===== src/rtl/td4_seq_ctrl.sv =====
// td4_seq_ctrl: fetch/execute sequencer for the TD4 4-bit CPU.
// Owns pc, registers A/B, the instruction register, carry and the output port.
// Every instruction takes two clocks: FETCH latches the ROM word, EXEC runs it.
// run gates the whole sequencer so it can be single-stepped.
// Optional feature macro: TD4_HALT_DETECT_EN adds a sticky 'halted' output.
// It is set by a self-jump (JMP to own pc, or a taken JNC to own pc), and it
// freezes the sequencer until reset.
//
// Handshake: there is no valid/ready pair. The ROM is combinational: adr is
// driven from pc and dout is expected to be valid in the same cycle. run acts
// as a plain clock enable, so when run=0 every register holds its value.
module td4_seq_ctrl #(
  parameter logic [3:0] RESET_PC  = 4'h0,
  parameter logic [3:0] OUT_RESET = 4'h0
) (
  input  logic       clk,
  input  logic       reset,
  input  logic       run,
  output logic [3:0] adr,
  input  logic [7:0] dout,
  input  logic [3:0] in_port,
  output logic [3:0] out_port,
  output logic       carry,
`ifdef TD4_HALT_DETECT_EN
  output logic       halted,
`endif
  output logic       exec_phase
);

  typedef enum logic {
    FETCH = 1'b0,
    EXEC  = 1'b1
  } state_t;

  state_t     state;
  logic [3:0] pc;
  logic [3:0] reg_a;
  logic [3:0] reg_b;
  logic [7:0] ir;

  logic [3:0] op;
  logic [3:0] im;
  logic [4:0] sum_a;
  logic [4:0] sum_b;

  logic [3:0] nxt_pc;
  logic [3:0] nxt_a;
  logic [3:0] nxt_b;
  logic [3:0] nxt_out;
  logic       nxt_carry;
  logic       step;

  assign op         = ir[7:4];
  assign im         = ir[3:0];
  assign sum_a      = {1'b0, reg_a} + {1'b0, im};
  assign sum_b      = {1'b0, reg_b} + {1'b0, im};
  assign adr        = pc;
  assign exec_phase = (state == EXEC);

`ifdef TD4_HALT_DETECT_EN
  logic halt_hit;
  // A jump that lands back on its own address can never make progress.
  assign halt_hit = ((op == 4'b1111) || ((op == 4'b1110) && !carry)) && (im == pc);
  assign step     = run && !halted;
`else
  assign step     = run;
`endif

  // Decode the latched instruction into the register values EXEC will commit.
  // Carry defaults to 0 so every non-ADD instruction clears it.
  always_comb begin
    nxt_pc    = pc + 4'd1;
    nxt_a     = reg_a;
    nxt_b     = reg_b;
    nxt_out   = out_port;
    nxt_carry = 1'b0;
    case (op)
      4'b0000: {nxt_carry, nxt_a} = sum_a;
      4'b0101: {nxt_carry, nxt_b} = sum_b;
      4'b0011: nxt_a = im;
      4'b0111: nxt_b = im;
      4'b0001: nxt_a = reg_b;
      4'b0100: nxt_b = reg_a;
      4'b0010: nxt_a = in_port;
      4'b0110: nxt_b = in_port;
      4'b1001: nxt_out = reg_b;
      4'b1011: nxt_out = im;
      4'b1111: nxt_pc = im;
      4'b1110: if (!carry) nxt_pc = im;
      default: ;
    endcase
  end

  // Two-phase sequencer: FETCH latches IR, EXEC commits the decoded results.
  // Reset in the middle of EXEC discards the instruction entirely.
  always_ff @(posedge clk or posedge reset) begin
    if (reset) begin
      state    <= FETCH;
      pc       <= RESET_PC;
      reg_a    <= 4'h0;
      reg_b    <= 4'h0;
      ir       <= 8'h00;
      carry    <= 1'b0;
      out_port <= OUT_RESET;
`ifdef TD4_HALT_DETECT_EN
      halted   <= 1'b0;
`endif
    end else if (step) begin
      case (state)
        FETCH: begin
          ir    <= dout;
          state <= EXEC;
        end
        EXEC: begin
          pc       <= nxt_pc;
          reg_a    <= nxt_a;
          reg_b    <= nxt_b;
          carry    <= nxt_carry;
          out_port <= nxt_out;
          state    <= FETCH;
`ifdef TD4_HALT_DETECT_EN
          if (halt_hit) halted <= 1'b1;
`endif
        end
        default: state <= FETCH;
      endcase
    end
  end

endmodule


===== config.mk =====
export PLATFORM = sky130hd
export DESIGN_NAME = td4_seq_ctrl
export DESIGN_NICKNAME = d
export VERILOG_FILES = /design/src/rtl/td4_seq_ctrl.sv
export SDC_FILE = /design/constraint.sdc
export NUM_CORES = 1
export LEC_CHECK = 0
export CORE_ASPECT_RATIO = 1.2
export CORE_UTILIZATION = 65
export DETAILED_ROUTE_END_ITERATION = 7
export DONT_BUFFER_PORTS = 1
export MAX_ROUTING_LAYER = met4
export PLACE_DENSITY = 0.81
export SYNTH_ARGS = -nofsm -noshare
export SYNTH_HDL_FRONTEND = slang
export SYNTH_SLANG_ARGS = --single-unit

===== constraint.sdc =====
create_clock -name clk -period 4.1 [get_ports clk]
set_input_delay 0.82 -clock clk [delete_from_list [all_inputs] [get_ports clk]]
set_output_delay 0.82 -clock clk [all_outputs]
set_load 0.1 [all_outputs]

==> results of run 1 <==
==> Yosys cell counts, drive strengths merged (3+ instances only) <==
| library cell | instances |
|---|---|
| buf | 3 |
| ha | 9 |
| o22ai | 4 |
| inv | 14 |
| nand2b | 3 |
| nand3 | 5 |
| nand2 | 18 |
| mux2 | 11 |
| mux4 | 5 |
| o21ai | 12 |
| o221ai | 4 |
| nor2b | 5 |
| nor2 | 3 |
| a21oi | 6 |
| mux2i | 4 |
| dfrtp | 26 |
==> final timing paths <==
check | endpoint | from | cells after the start | slack (ns)
worst min-delay path | exec_phase | run | 1 | 0.56
max in group asynchronous | reg_a[0] | reset | 1 | 2.93
worst max-delay path | reg_a[3] | exec_phase | 4 | 1.73
worst min register to register | reg_a[2] | reg_a[2] | 1 | 0.58
worst max register to register | reg_a[3] | exec_phase | 4 | 1.73
min in group asynchronous | out_port[1] | reset | 1 | 0.59
==> state kept, by name, summed over array words and instances, names as in the netlist <==
| signal | count |
|---|---|
| ir | 8 |
| adr | 4 |
| out_port | 4 |
| reg_a | 4 |
| reg_b | 4 |
| carry | 1 |
| exec_phase | 1 |
==> metrics by stage <==
step	std cells	hold WS [ns]	worst slack, ns	util, %
after floorplan	154	0.495	1.90	-
after global placement	180	0.515	1.86	70.9
after detailed placement	180	0.548	1.80	70.9
after CTS	184	0.552	1.74	73.1
after global routing	184	0.537	1.56	73.1
final	184	0.557	1.73	73.1
==> cells by family (layout without fill, tap and decap cells) <==
kind of cell	count (synthesis)	after routing	share of synthesized area [%]
AND/OR/NAND/NOR	41	41	13.5
adder cells (fa/ha/maj)	11	11	9.28
multiplexers	20	20	17.5
AO/OA/AOI/OAI	34	34	13.4
flip-flops	26	26	39.6
buffers and inverters	19	18	5.10
XOR/XNOR	3	3	1.60
==> layer usage <==
layer	vias up	GRT usage, %	wire [um]
met5	-	-	0
met1	583	34.1	1300
met4	0	9.92	102
met2	64	50.0	1820
li1	553	-	-
met3	15	3.80	215
==> final cells by class <==
cell class | instances | area [um^2]
clock inverter | 1 | 30.0
sequential | 26 | 651
tap | 31 | 38.8
fill | 174 | 626
clock buffer | 3 | 22.5
inverter | 14 | 52.6
multi-input combinational | 109 | 910
==> flow_metrics.py, run 1 <==
metrics = {
    "clock_tree": {
        "ctsResizeCount": 0,
        "root_buffer": "clkbuf_4",
        "cts_max_level": 1,
        "numCtsBuffers": 3,
        "cts_tree": "yes",
        "postCtsSetupBuffers": 0,
        "clk_latency_ns": 0.33,
        "clkTransAtPathRegs_ns": 0.15,
        "cts.sinks": 26,
        "cts_max_path_buffers": 2,
        "hold_buffers": 0,
    },
    "worst_setup_path": {
        "cp_max_fo": 8,
        "crit_required_ns": 4.34,
        "critPathBufInv": 0,
        "start_kind": "flip-flop",
        "critPathKind": "flip-flop to flip-flop",
        "path_cells": "nand2_1 > nor3_4 > o221ai_1 > o32ai_1",
        "endpoint_kind": "flip-flop",
        "crit_family": "flip-flops",
        "critPathSlowestCell": "dfrtp_1",
        "slowest_delay_ns": 1.01,
        "arrival_ns": 2.60,
    },
    "grt": {
        "grt_overflow": 0,
        "grt_pass1_wl_mm": 5.49,
        "grt_start_max_net_pins": 27,
        "grt_antenna_before_repair": 0,
        "grtUsageTotal_pct": 29.3,
        "grt_pass1_vias": 1236,
    },
    "synth": {
        "synth_top_area_share_pct": 39.6,
        "synth.area.top_cells": "dfrtp_1, mux2_2, ha_1",
        "ys_ff_latch": 26,
        "ys_seq_area_share_pct": 39.6,
        "synth_area_mm2": 0.00164,
        "synthFlopType": "dfrtp_1",
        "synth_warnings": 0,
        "async_flop_share_pct": 100,
        "syn_avg_cell_area_um2": 10.7,
        "yosysTopAreaCell": "dfrtp_1",
        "yosys.cell_types.count": 41,
        "synth_edf_count": 0,
        "synthCells": 154,
        "syn_nets": 180,
    },
    "flow_run": {
        "cap_violations": 0,
    },
    "final_layout": {
        "antenna_cells": 0,
        "final_common_cell": "dfrtp_1",
        "fin_area_mm2": 0.00170,
        "final_cell_mix": "dfrtp_1, nand2_1, inv_1, o21ai_0, mux2_2",
        "drive_above_1_share_pct": 15.0,
        "final_nets": 180,
        "area_delta_synth_final_pct": 3.65,
    },
    "routing": {
        "via_count": 1215,
        "routed_wire_length_per_instance_um": 18.7,
        "drtIter0Drc": 82,
        "postRouteAntennaNets": 0,
        "firstDrtPassIters": 4,
        "drcViolationCount": 0,
        "vias_per_cell": 6.60,
        "routed_wirelength_mm": 3.44,
    },
    "placed_design": {
        "portBuffers": 0,
        "post-dp-hpwl_mm": 2.56,
        "place_congestion": 0.944,
        "place_area_mm2": 0.00165,
    },
    "sta": {
        "finalSetupViolations": 0,
        "max_freq_ghz": 0.423,
        "finalCriticalPeriod_ns": 2.37,
        "worst_pin_slew_ns": 0.981,
        "rsz0062_at_grt": "no",
        "finalSetupTns_ns": 0,
        "slew_headroom_pct": 34.5,
        "finClkSkew_ns": 0.000912,
        "final_hold_viol_count": 0,
        "maxSlewViolCount": 0,
        "finalCritPeriodShare_pct": 57.7,
    },
    "floorplan": {
        "dieArea_mm2": 0.00274,
        "core_mm2": 0.00233,
        "ioPinCount": 25,
        "rows": 19,
        "fp.dieW_um": 47.9,
        "die_h_um": 57.1,
        "start_util_pct": 70.6,
    },
    "outcome": {
        "status": "finished, final reports clean",
    },
    "worst_hold_path": {
        "min_path_type": "input port to flip-flop",
    },
}
Power of run 1 is not shown: default switching activity piles up to over one toggle a cycle in this logic, so the estimate is an artifact.
==> inputs of run 2 (changes only) <==
CORE_UTILIZATION = 56   (was 65)
PLACE_DENSITY = 0.74   (was 0.81)
clock period = 2.13 ns   (was 4.1 ns; I/O delays follow)
==> flow_metrics.py, run 2 (same netlist as run 1, synthesis figures left out) <==
metrics = {
    "final_layout": {
        "antenna_cells": 0,
        "drive_above_1_share_pct": 22.8,
        "top_register": "ir",
        "final_cell_mix": "dfrtp_1, nand2_1, buf_4, inv_1, o21ai_0",
        "largest_register_ff_count": 8,
        "final_nets": 194,
        "final_common_cell": "dfrtp_1",
        "area_delta_synth_final_pct": 10.4,
    },
    "grt": {
        "grt_overflow": 0,
        "grtUsageTotal_pct": 27.6,
        "grt_antenna_before_repair": 0,
        "grt_pass1_wl_mm": 6.00,
        "grt_pass1_vias": 1221,
        "grt_start_max_net_pins": 27,
    },
    "sta": {
        "slew_headroom_pct": 69.5,
        "finalCriticalPeriod_ns": 2.04,
        "final_hold_viol_count": 0,
        "finalSetupTns_ns": 0,
        "finalCritPeriodShare_pct": 95.9,
        "finalSetupViolations": 0,
        "max_freq_ghz": 0.490,
        "finClkSkew_ns": 0.00762,
        "maxSlewViolCount": 0,
        "worst_pin_slew_ns": 0.458,
        "rsz0062_at_grt": "no",
    },
    "worst_setup_path": {
        "critPathKind": "flip-flop to flip-flop",
        "ff2ff_setup_slack_ns": 0.09,
        "r2r-start": "reg_b[0]",
        "rr_worst_depth": 6,
        "rr_endpoint": "reg_b[1]",
        "arrival_ns": 2.28,
        "cp_max_fo": 4,
        "endpoint_kind": "flip-flop",
        "crit_required_ns": 2.37,
        "start_kind": "flip-flop",
    },
    "routing": {
        "firstDrtPassIters": 4,
        "via_count": 1235,
        "vias_per_cell": 6.14,
        "drtIter0Drc": 58,
        "routed_wirelength_mm": 3.64,
        "routed_wire_length_per_instance_um": 18.1,
        "drcViolationCount": 0,
        "postRouteAntennaNets": 0,
    },
    "placed_design": {
        "post-dp-hpwl_mm": 2.74,
        "portBuffers": 0,
        "place_congestion": 0.889,
    },
    "floorplan": {
        "fp.dieW_um": 51.5,
        "die_h_um": 61.4,
        "core_mm2": 0.00279,
        "start_util_pct": 59.0,
        "ioPinCount": 25,
        "dieArea_mm2": 0.00316,
        "rows": 21,
    },
    "clock_tree": {
        "root_buffer": "clkbuf_4",
        "cts_max_path_buffers": 2,
        "clk_latency_ns": 0.33,
        "numCtsBuffers": 3,
        "cts.sinks": 26,
        "clkTransAtPathRegs_ns": 0.16,
        "cts_max_level": 1,
        "cts_tree": "yes",
        "ctsResizeCount": 0,
        "postCtsSetupBuffers": 0,
        "hold_buffers": 0,
    },
    "flow_run": {
        "cap_violations": 0,
    },
    "outcome": {
        "status": "finished, final reports clean",
    },
    "worst_hold_path": {
        "min_path_type": "input port to asynchronous set/reset pin",
    },
}
-- run 2: layout make-up --
type	count	area [um^2]
inverters	14	52.6
multi-input cells	109	910
repair buffers	14	105
fillers	225	971
well taps	34	42.5
flip-flops and latches	26	652
clock buffers	3	22.5
clock inverters	1	30.0
-- run 2: worst max-delay path by stage --
stage / start / end
floorplan: ir[0] / reg_b[1]
global placement: reg_b[0] / reg_b[1]
detailed placement: reg_b[0] / reg_b[1]
CTS: reg_b[0] / reg_b[1]
global route: reg_b[0] / reg_b[1]
finish: reg_b[0] / reg_b[1]
-- run 2: critical path: stages, from the launching register on --
cell and delay [ns]:
dfrtp_1 0.42, ha_1 0.19, inv_1 0.05, fa_1 0.47, inv_1 0.04, mux4_1 0.49
mux2_2 0.28
-- run 2: per-stage QoR --
stage	area (um^2)	std cells	hold WS (ns)	util, %	setup WS [ns]
5_1_grt	1810	201	0.0392	65.1	0.0197
3_3_place_gp	1760	197	0.392	63.3	0.198
4_1_cts	1810	201	0.0245	65.1	0.0802
3_5_place_dp	1760	197	0.397	63.3	0.0977
2_1_floorplan	1650	154	0.466	-	0.173
6_report	1810	201	0.00465	65.1	0.0882
-- run 2: layer usage --
layer	GRT usage [%]	vias to the layer above	wire, um
met1	33.2	608	1520
met4	9.65	0	45
li1	-	584	-
met3	3.21	7	151
met5	-	-	0
met2	48.2	36	1920
Power of run 2 is left out for the same reason.
